File: config.mk
export PLATFORM = sky130hd
export DESIGN_NAME = maple_receiver
export DESIGN_NICKNAME = d
export VERILOG_FILES = /design/src/rtl/maple_pkg.sv /design/src/rtl/maple_line_sync.sv /design/src/rtl/maple_receiver.sv
export SDC_FILE = /design/constraint.sdc
export NUM_CORES = 1
export LEC_CHECK = 0
export BUFFER_PORTS_ARGS = -buffer_cell sky130_fd_sc_hd__buf_4
export CAP_MARGIN = 20
export CORE_UTILIZATION = 40
export CTS_BUF_LIST = sky130_fd_sc_hd__clkbuf_2
export CTS_CLUSTER_DIAMETER = 50
export DETAILED_ROUTE_END_ITERATION = 12
export GPL_TIMING_DRIVEN = 1
export SYNTH_ARGS = -nofsm -noshare
export SYNTH_HDL_FRONTEND = slang
export SYNTH_SLANG_ARGS = --single-unit
File: constraint.sdc
create_clock -name M_AXIS_ACLK -period 1.9 [get_ports M_AXIS_ACLK]
set_input_delay 0.095 -clock M_AXIS_ACLK [delete_from_list [all_inputs] [get_ports M_AXIS_ACLK]]
set_output_delay 0.095 -clock M_AXIS_ACLK [all_outputs]
set_load 0.005 [all_outputs]
File: src/rtl/maple_pkg.sv
// Shared Maple bus definitions: receiver state encoding, pattern lengths and
// the output beat record.
package maple_pkg;

  typedef enum logic [1:0] {
    ST_IDLE,
    ST_START_PAT,
    ST_DATA,
    ST_END_WAIT
  } maple_state_t;

  localparam int START_FALLS = 4;
  localparam int END_FALLS   = 2;
  localparam int BYTE_W      = 8;

  typedef struct packed {
    logic [BYTE_W-1:0] data;
    logic              last;
  } maple_beat_t;

endpackage

File: src/rtl/maple_line_sync.sv
// One bus line: synchroniser chain, registered level and registered rise/fall
// pulses. Pulses stay quiet until the line has been seen high after reset.
module maple_line_sync #(
  parameter int SYNC_STAGES = 2
) (
  input  logic clk,
  input  logic rst,
  input  logic line,
  output logic level,
  output logic rise,
  output logic fall,
  output logic high_seen
);

  logic [SYNC_STAGES-1:0] sync_q;
  logic [SYNC_STAGES-1:0] fill_q;

  always_ff @(posedge clk) begin
    if (rst) begin
      sync_q    <= '1;
      fill_q    <= '0;
      level     <= 1'b1;
      rise      <= 1'b0;
      fall      <= 1'b0;
      high_seen <= 1'b0;
    end else begin
      sync_q <= SYNC_STAGES'({sync_q, line});
      // fill_q marks when the chain holds real pin samples, not reset ones
      fill_q <= SYNC_STAGES'({fill_q, 1'b1});
      level  <= sync_q[SYNC_STAGES-1];
      if (fill_q[SYNC_STAGES-1] && sync_q[SYNC_STAGES-1]) high_seen <= 1'b1;
      rise <= high_seen && !level && sync_q[SYNC_STAGES-1];
      fall <= high_seen && level && !sync_q[SYNC_STAGES-1];
    end
  end

endmodule

File: src/rtl/maple_receiver.sv
// Maple bus receiver: decodes start pattern, data bits and end pattern from
// SDCKA/SDCKB and emits bytes on an AXI4-Stream master with a one-byte holdback.
module maple_receiver
  import maple_pkg::*;
#(
  parameter int C_M_AXIS_TDATA_WIDTH = 8,
  parameter int SYNC_STAGES          = 2,
  parameter int TIMEOUT_CYCLES       = 4096
) (
  input  logic                            M_AXIS_ACLK,
  input  logic                            M_AXIS_ARESET,
  input  logic                            SDCKA,
  input  logic                            SDCKB,
  input  logic                            ENABLE,
  output logic                            M_AXIS_TVALID,
  input  logic                            M_AXIS_TREADY,
  output logic [C_M_AXIS_TDATA_WIDTH-1:0] M_AXIS_TDATA,
  output logic                            M_AXIS_TSTRB,
  output logic                            M_AXIS_TKEEP,
  output logic                            M_AXIS_TLAST,
  output logic                            RECEIVING,
  output logic                            FRAME_ERROR,
  output logic                            OVERFLOW
);

  localparam int TW = $clog2(TIMEOUT_CYCLES + 1);

  // index 0 = SDCKA, index 1 = SDCKB
  logic [1:0] lvl, rise_raw, fall_raw, seen;

  maple_line_sync #(.SYNC_STAGES(SYNC_STAGES)) u_sync [1:0] (
    .clk       (M_AXIS_ACLK),
    .rst       (M_AXIS_ARESET),
    .line      ({SDCKB, SDCKA}),
    .level     (lvl),
    .rise      (rise_raw),
    .fall      (fall_raw),
    .high_seen (seen)
  );

  logic armed, a_fall, a_rise, b_fall, b_rise, a_lvl, b_lvl, any_edge;
  assign armed    = &seen;
  assign a_fall   = fall_raw[0] && armed;
  assign a_rise   = rise_raw[0] && armed;
  assign b_fall   = fall_raw[1] && armed;
  assign b_rise   = rise_raw[1] && armed;
  assign a_lvl    = lvl[0];
  assign b_lvl    = lvl[1];
  assign any_edge = a_fall || a_rise || b_fall || b_rise;

  maple_state_t      state;
  logic [2:0]        start_cnt;
  logic [2:0]        bit_idx;
  logic              phase_b;
  logic              b_moved;
  logic [BYTE_W-2:0] shreg;
  logic [BYTE_W-1:0] pend;
  logic              pend_valid;
  logic [TW-1:0]     tcnt;
  logic              push_q;
  maple_beat_t       push_beat;

  logic              timeout, sample, end_ok, data_abort, flush;
  logic [BYTE_W-1:0] next_byte;

  assign timeout    = (state != ST_IDLE) && !any_edge && (tcnt == TW'(TIMEOUT_CYCLES - 1));
  assign sample     = phase_b ? b_fall : a_fall;
  assign next_byte  = {shreg, phase_b ? a_lvl : b_lvl};
  // second SDCKA fall with SDCKB parked low is the end pattern
  assign end_ok     = !b_lvl && !b_moved && (bit_idx == 3'(END_FALLS - 1));
  assign data_abort = (state == ST_DATA) && phase_b && a_fall && !b_fall && !end_ok;
  assign flush      = timeout || data_abort ||
                      ((state == ST_END_WAIT) && (a_fall || b_rise));

  always_ff @(posedge M_AXIS_ACLK) begin
    if (M_AXIS_ARESET) begin
      state       <= ST_IDLE;
      start_cnt   <= '0;
      bit_idx     <= '0;
      phase_b     <= 1'b0;
      b_moved     <= 1'b0;
      shreg       <= '0;
      pend        <= '0;
      pend_valid  <= 1'b0;
      tcnt        <= '0;
      FRAME_ERROR <= 1'b0;
      push_q      <= 1'b0;
      push_beat   <= '0;
    end else begin
      FRAME_ERROR <= 1'b0;
      push_q      <= 1'b0;
      if (state == ST_IDLE) tcnt <= '0;
      else if (any_edge)    tcnt <= TW'(1);
      else                  tcnt <= tcnt + TW'(1);
      if (b_rise || b_fall) b_moved <= 1'b1;

      if (timeout) begin
        FRAME_ERROR <= 1'b1;
        state       <= ST_IDLE;
      end else begin
        case (state)
          ST_IDLE: begin
            if (a_fall && b_lvl && ENABLE) begin
              state     <= ST_START_PAT;
              start_cnt <= '0;
            end
          end
          ST_START_PAT: begin
            if (b_fall && start_cnt != '1) start_cnt <= start_cnt + 3'd1;
            if (a_rise) begin
              if (start_cnt == 3'(START_FALLS)) begin
                state   <= ST_DATA;
                bit_idx <= '0;
                phase_b <= 1'b0;
              end else begin
                FRAME_ERROR <= 1'b1;
                state       <= ST_IDLE;
              end
            end
          end
          ST_DATA: begin
            if (sample) begin
              shreg   <= next_byte[BYTE_W-2:0];
              bit_idx <= bit_idx + 3'd1;
              phase_b <= !phase_b;
              if (!phase_b) b_moved <= 1'b0;
              if (bit_idx == 3'(BYTE_W - 1)) begin
                pend       <= next_byte;
                pend_valid <= 1'b1;
                if (pend_valid) begin
                  push_q    <= 1'b1;
                  push_beat <= '{data: pend, last: 1'b0};
                end
              end
            end else if (phase_b && a_fall) begin
              if (end_ok) begin
                state <= ST_END_WAIT;
              end else begin
                FRAME_ERROR <= 1'b1;
                state       <= ST_IDLE;
              end
            end
          end
          ST_END_WAIT: begin
            if (a_fall) begin
              FRAME_ERROR <= 1'b1;
              state       <= ST_IDLE;
            end else if (b_rise) begin
              state <= ST_IDLE;
            end
          end
          default: state <= ST_IDLE;
        endcase
      end

      // any frame exit hands over the held byte as the last beat
      if (flush && pend_valid) begin
        push_q     <= 1'b1;
        push_beat  <= '{data: pend, last: 1'b1};
        pend_valid <= 1'b0;
      end
    end
  end

  always_ff @(posedge M_AXIS_ACLK) begin
    if (M_AXIS_ARESET) begin
      M_AXIS_TVALID <= 1'b0;
      M_AXIS_TDATA  <= '0;
      M_AXIS_TLAST  <= 1'b0;
      OVERFLOW      <= 1'b0;
    end else if (push_q) begin
      if (!M_AXIS_TVALID || M_AXIS_TREADY) begin
        M_AXIS_TVALID <= 1'b1;
        M_AXIS_TDATA  <= push_beat.data;
        M_AXIS_TLAST  <= push_beat.last;
      end else begin
        OVERFLOW <= 1'b1;
      end
    end else if (M_AXIS_TREADY) begin
      M_AXIS_TVALID <= 1'b0;
    end
  end

  assign M_AXIS_TSTRB = 1'b1;
  assign M_AXIS_TKEEP = 1'b1;
  assign RECEIVING    = (state != ST_IDLE);

endmodule

Yosys cells after proc, flatten, opt, wreduce, memory -nomap -nowiden
Index checks and enable logic that the tools add are counted.
{ "word_totals": {"reg_bits": 77, "in_bits": 6, "wordCells": 177} }
{ "classes": {"n_addsub": 3, "eq_ne": 18, "n_mux": 53, "bitwise_logic": 2, "n_reduce_logical": 69} }
{ "ops": {"columns": ["operator", "count"], "rows": [
  ["9-bit 2-to-1 mux", 6],
  ["1-bit 2-to-1 mux", 29],
  ["1-bit logical AND", 28],
  ["2-bit 2-to-1 mux", 8],
  ["2-bit nonzero test", 8],
  ["3-bit 2-to-1 mux", 5],
  ["5-bit AND reduction", 3],
  ["13-bit by 1-bit adder with 13-bit output (second input constant)", 1],
  ["13-bit by 12-bit == test with 1-bit output (second input constant)", 1],
  ["3-bit case mux with 2 select lines", 2],
  ["1-bit logical NOT", 10],
  ["2-bit inequality test (second input constant)", 5],
  ["1-bit logical OR", 8],
  ["2-bit by 1-bit inequality test with 1-bit output (second input constant)", 4],
  ["2-bit case mux with 4 select lines", 1],
  ["2-bit AND reduction", 4],
  ["4-bit AND reduction", 2],
  ["3-bit by 1-bit adder with 3-bit output (second input constant)", 2],
  ["3-bit == test (second input constant)", 2],
  ["3-bit inequality test (second input constant)", 2],
  ["2-bit OR reduction", 3],
  ["2-bit == test (second input constant)", 2],
  ["3-bit by 1-bit == test with 1-bit output (second input constant)", 1],
  ["1-bit case mux with 3 select lines", 1],
  ["6 further kinds", 7]
]} }

Longest topological paths before layout
{ "logic_depth": {"word_depth": 13, "mapped_depth": 7, "depth_no_buf": 7} }

Hierarchy
From an unflattened synthesis, not the netlist that was laid out.
{ "hier_totals": {"hier_cells": 349, "area_unflattened_um2": 3185.6} }
{ "by_module_without_submodules": {"columns": ["mod", "n_inst", "cells_each", "area_each_um2", "seq_area_each_um2"], "rows": [
  ["maple_receiver", 1, 311, 2742.6, 1221.2],
  ["maple_line_sync", 2, 19, 221.5, 160.2]
]} }

Worst setup path after synthesis
No wires, ideal clock.
{ "synth_path": {"kind": "flip-flop to flip-flop", "startpoint": "register bit_idx[0]", "endpoint": "register push_beat[1] in the netlist's numbering", "setup_time_ns": 0.072, "arrival_ns": 1.786, "required_ns": 1.828, "setup_slack_ns": 0.042, "stages_incl_launch_ff": 7, "path_buffers": 1, "period_less_slack_ns": 1.858, "path_cell_list": "dfxtp_1 ha_1 or4b_1 a41oi_1 o221a_1 buf_6 mux2i_1"} }
{ "synth_via": {"elab_chain_len": 9, "elab_cells_between_ends": 15} }
{ "synth_lines": {"columns": ["element", "line_no", "rtl"], "rows": [
  ["from (decl)", "maple_receiver.sv:53", "logic [2:0] bit_idx;"],
  ["from (signal assigned)", "maple_receiver.sv:124", "bit_idx <= bit_idx + 3'd1;"],
  ["3-bit by 1-bit == test with 1-bit output", "maple_receiver.sv:70", "assign end_ok = !b_lvl && !b_moved && (bit_idx == 3'(END_FALLS - 1));"],
  ["1-bit logical AND", "maple_receiver.sv:70", null],
  ["1-bit logical NOT", "maple_receiver.sv:71", "assign data_abort = (state == ST_DATA) && phase_b && a_fall && !b_fall && !end_ok;"],
  ["1-bit logical AND", "maple_receiver.sv:71", null],
  ["1-bit logical OR (2 in series)", "maple_receiver.sv:72", "assign flush = timeout || data_abort ||"],
  ["1-bit logical AND", "maple_receiver.sv:157", "if (flush && pend_valid) begin"],
  ["2-bit by 1-bit inequality test with 1-bit output (no source line) / 2-bit nonzero test (equally long branches)", null, null],
  ["5-bit AND reduction (no source line)", null, null],
  ["to (signal assigned)", "maple_receiver.sv:132", "push_beat <= '{data: pend, last: 1'b0};"],
  ["to (signal assigned)", "maple_receiver.sv:159", "push_beat <= '{data: pend, last: 1'b1};"],
  ["to (decl)", "maple_receiver.sv:61", "maple_beat_t push_beat;"]
]} }
Parallel ways exist; a longest one is shown, timed or not.
A chain may end at the register's enable or synchronous reset.

Worst setup path in the final report
{ "layout_path": {"startpoint": "register u_sync[0].rise", "endpoint": "register push_beat[1] in the netlist's numbering"} }
{ "layout_via": {"elab_chain_len": 12, "elab_cells_between_ends": 17} }
{ "layout_lines": {"columns": ["element", "line_no", "rtl"], "rows": [
  ["from (decl)", "maple_line_sync.sv:10", "output logic rise,"],
  ["from (signal assigned)", "maple_line_sync.sv:32", "rise <= high_seen && !level && sync_q[SYNC_STAGES-1];"],
  ["1-bit logical AND (*)", "maple_receiver.sv:44", "assign a_rise = rise_raw[0] && armed;"],
  ["1-bit logical OR (*) (3 in series)", "maple_receiver.sv:49", "assign any_edge = a_fall || a_rise || b_fall || b_rise;"],
  ["1-bit logical NOT (*)", "maple_receiver.sv:66", "assign timeout = (state != ST_IDLE) && !any_edge && (tcnt == TW'(TIMEOUT_CYCLES - 1));"],
  ["1-bit logical AND (*) (2 in series)", "maple_receiver.sv:66", null],
  ["1-bit logical OR (2 in series)", "maple_receiver.sv:72", null],
  ["1-bit logical AND", "maple_receiver.sv:157", null],
  ["2-bit by 1-bit inequality test with 1-bit output (no source line) / 2-bit nonzero test (equally long branches)", null, null],
  ["5-bit AND reduction (no source line)", null, null]
]} }
Every way passes the cells marked *; elsewhere a longest branch is shown, timed or not.

==> impl_metrics.py <==
metrics = {
    "setup_path": {
        "r2r_cells": 6,
        "cp.required_ps": 2320,
        "cp_max_fo": 9,
        "critical_path_class": "reg -> reg",
        "arrival_ps": 2220,
        "crit_path_start_kind": "flop",
        "cp-end-kind": "flop",
    },
    "global_routing": {
        "overflow": 0,
        "grt_pass1_wl_um": 9180,
        "grt_max_degree": 39,
        "grt_use_total_pct": 15.5,
        "first_global_vias": 2002,
        "antenna_found_initial": 0,
    },
    "logic_synthesis": {
        "ys.flop_type": "dfxtp_1",
        "synth.largest_area_cell": "dfxtp_1",
        "synth_area_leaders": "dfxtp_1, mux2i_1, nor2_1",
        "synth_edf_count": 0,
        "ys_seq_area_share_pct": 49.4,
        "syn_avg_cell_area_um2": 9.16,
        "ys_ff_latch": 75,
        "yosys_warnings": 0,
        "netlist_area_um2": 3040,
        "synth_cell_types": 47,
        "synth_cells": 332,
        "synth_top_area_share_pct": 49.4,
        "synth-async-reset-ratio_pct": 0,
    },
    "timing": {
        "drv_slew": 0,
        "tightestPinTransition_ps": 559,
        "fin_tns_setup_ps": 0,
        "rsz0062_at_grt": "false",
        "finClkSkew_ps": 30.0,
        "setup_viol": 0,
        "max_freq_mhz": 556,
        "hold_slack_ps": 164,
        "timing.final.crit_share_pct": 94.7,
        "hold_viol": 0,
        "timing.final.crit_period_ps": 1800,
        "max-slew-margin-rel_pct": 62.5,
    },
    "layout": {
        "drive_above_1_share_pct": 17.9,
        "syn_to_final_growth_pct": 17.8,
        "fin_cells": 473,
        "final_common_cell": "dfxtp_1",
        "num_antenna_cells": 0,
        "utilization_pct": 49.1,
        "mostFrequentLayoutCells": "dfxtp_1, nor2_1, nand2_1, buf_4, mux2i_1",
        "nNetsFinal": 382,
    },
    "placement": {
        "finalWeightedCongestion": 0.853,
        "placedCellCount": 452,
        "port_buffers": 18,
        "dpl.hpwl_um": 3860,
    },
    "detailed_routing": {
        "drc": 0,
        "drt_pass1_iterations": 4,
        "drt_iter0_markers": 117,
        "ant_nets": 0,
        "viasPerCell": 4.79,
        "wl_per_cell_um": 11.6,
        "route.vias.total": 2268,
        "wl_um": 5510,
    },
    "job": {
        "maxCapViolations": 0,
    },
    "clock_network": {
        "clockBufferDepth": 2,
        "cts_inserted_buffers": 9,
        "clkSlewWorstSetupHoldPaths_ps": 210,
        "cts_sinks": 75,
        "cts_root_buf": "clkbuf_2",
        "insertion_delay_ps": 510,
        "cts_tree": "yes",
        "cts-htree-levels": 3,
    },
    "floorplan": {
        "start_util_pct": 41.7,
        "fp.dieW_um": 89.2,
        "row_count": 31,
        "fp.dieH_um": 89.2,
        "coreArea_um2": 7290,
        "ios": 21,
        "dieArea_um2": 7950,
    },
    "power_and_ir_drop": {
        "p_leak_nw": 1.43,
        "p_per_area_nw_per_um2": 748,
        "peakVddDrop_mv": 0.326,
    },
    "worst_hold_path": {
        "hold_class": "in -> reg",
        "hold-path-cell-count": 5,
    },
    "run_status": {
        "status": "finished, final reports clean",
    },
}
flip-flops by register name (all words and copies together) (netlist names), 2 cells and up:
signal            count
tcnt                 13
push_beat             9
M_AXIS_TDATA          8
pend                  8
shreg                 7
u_sync.sync_q         4
bit_idx               3
start_cnt             3
state                 2
u_sync.fall           2
u_sync.fill_q         2
u_sync.high_seen      2
u_sync.level          2
u_sync.rise           2
timing repair:
| action | CTS | global route |
|---|---|---|
| endpoints found under the setup margin | 8 | 9 |
| hold buffers | 5 | 0 |
| pin swaps | 1 | 3 |
| buffers inserted | 0 | 0 |
| resized for setup | 1 | 2 |
| endpoints found under the hold margin | 16 | 0 |
logic make-up after synthesis:
group,count (synthesis),share of synthesized area (%)
AO/OA/AOI/OAI,37,7.82
XOR/XNOR,10,2.88
adder cells (fa/ha/maj),7,2.88
buffers and inverters,25,3.79
flip-flops,75,49.4
multiplexers,28,9.26
other,1,0.123
AND/OR/NAND/NOR,149,23.9
path summary, 6_finish.rpt:
kind,start,endpoint,slack [ps]
hold / removal,ENABLE,state[0],160
setup reg to reg,u_sync[0].rise,push_beat[1],100
hold reg to reg,u_sync[0].sync_q[0],u_sync[0].sync_q[1],430
setup / recovery,u_sync[0].rise,push_beat[1],100
cell type report:
cell class / count / area (µm²)
clock inverters: 7 / 100
repair buffers: 42 / 340
inverters: 8 / 30.0
multi-input cells: 233 / 1440
clock buffers: 9 / 45.0
well taps: 99 / 124
flip-flops and latches: 75 / 1500
fillers: 731 / 3710
worst max-delay path: stages (launching register included):
cell and delay, ps:
dfxtp_1 370, or4_1 530, a211oi_2 280, nand3_1 120, o221a_1 160, buf_12 160, mux2i_1 110
stage by stage:
stage | cell area [µm²] | total power, mW | setup slack, ps
2_1_floorplan | 3040 | 1.66 | 42.3
3_3_place_gp | 3370 | 1.68 | 41.7
3_5_place_dp | 3370 | 1.68 | -16.6
4_1_cts | 3580 | 2.73 | 2.94
5_1_grt | 3580 | 2.81 | 3.41
6_report | 3580 | 2.68 | 100
synthesized netlist by cell type, types with 2 or more instances:
master / number
a211oi_1: 4
a21oi_1: 14
and2_1: 7
buf_2: 2
buf_4: 3
clkbuf_1: 11
dfxtp_1: 75
ha_1: 7
inv_1: 7
mux2i_1: 27
nand2_1: 41
nand2_2: 2
nand2b_1: 2
nand3_1: 8
nand4_1: 4
nor2_1: 51
nor2b_1: 6
nor3_1: 7
nor3b_1: 2
nor4_1: 2
nor4bb_1: 3
o21ai_0: 5
o21ai_1: 3
o21bai_1: 2
or2_2: 7
xnor2_1: 5
xor2_1: 5
per-layer routing:
layer  wire (µm)  vias up  global-route usage [%]  part of all wire (%)
met5           0        -                       0                     0
met4         119        0                    8.95                   2.2
met3         173       10                    4.25                   3.1
met2        2340       26                    21.9                    42
met1        2870     1031                    21.0                    52
li1            -     1201                       -                     -
report_power, final:
group / total, mW / internal, mW / switching [mW]
sequential: 1.60 / 1.59 / 0.00833
clock: 1.02 / 0.448 / 0.574
combinational: 0.0602 / 0.0251 / 0.0351
total: 2.68 / 2.06 / 0.618
(Power assumes the default switching activity.)
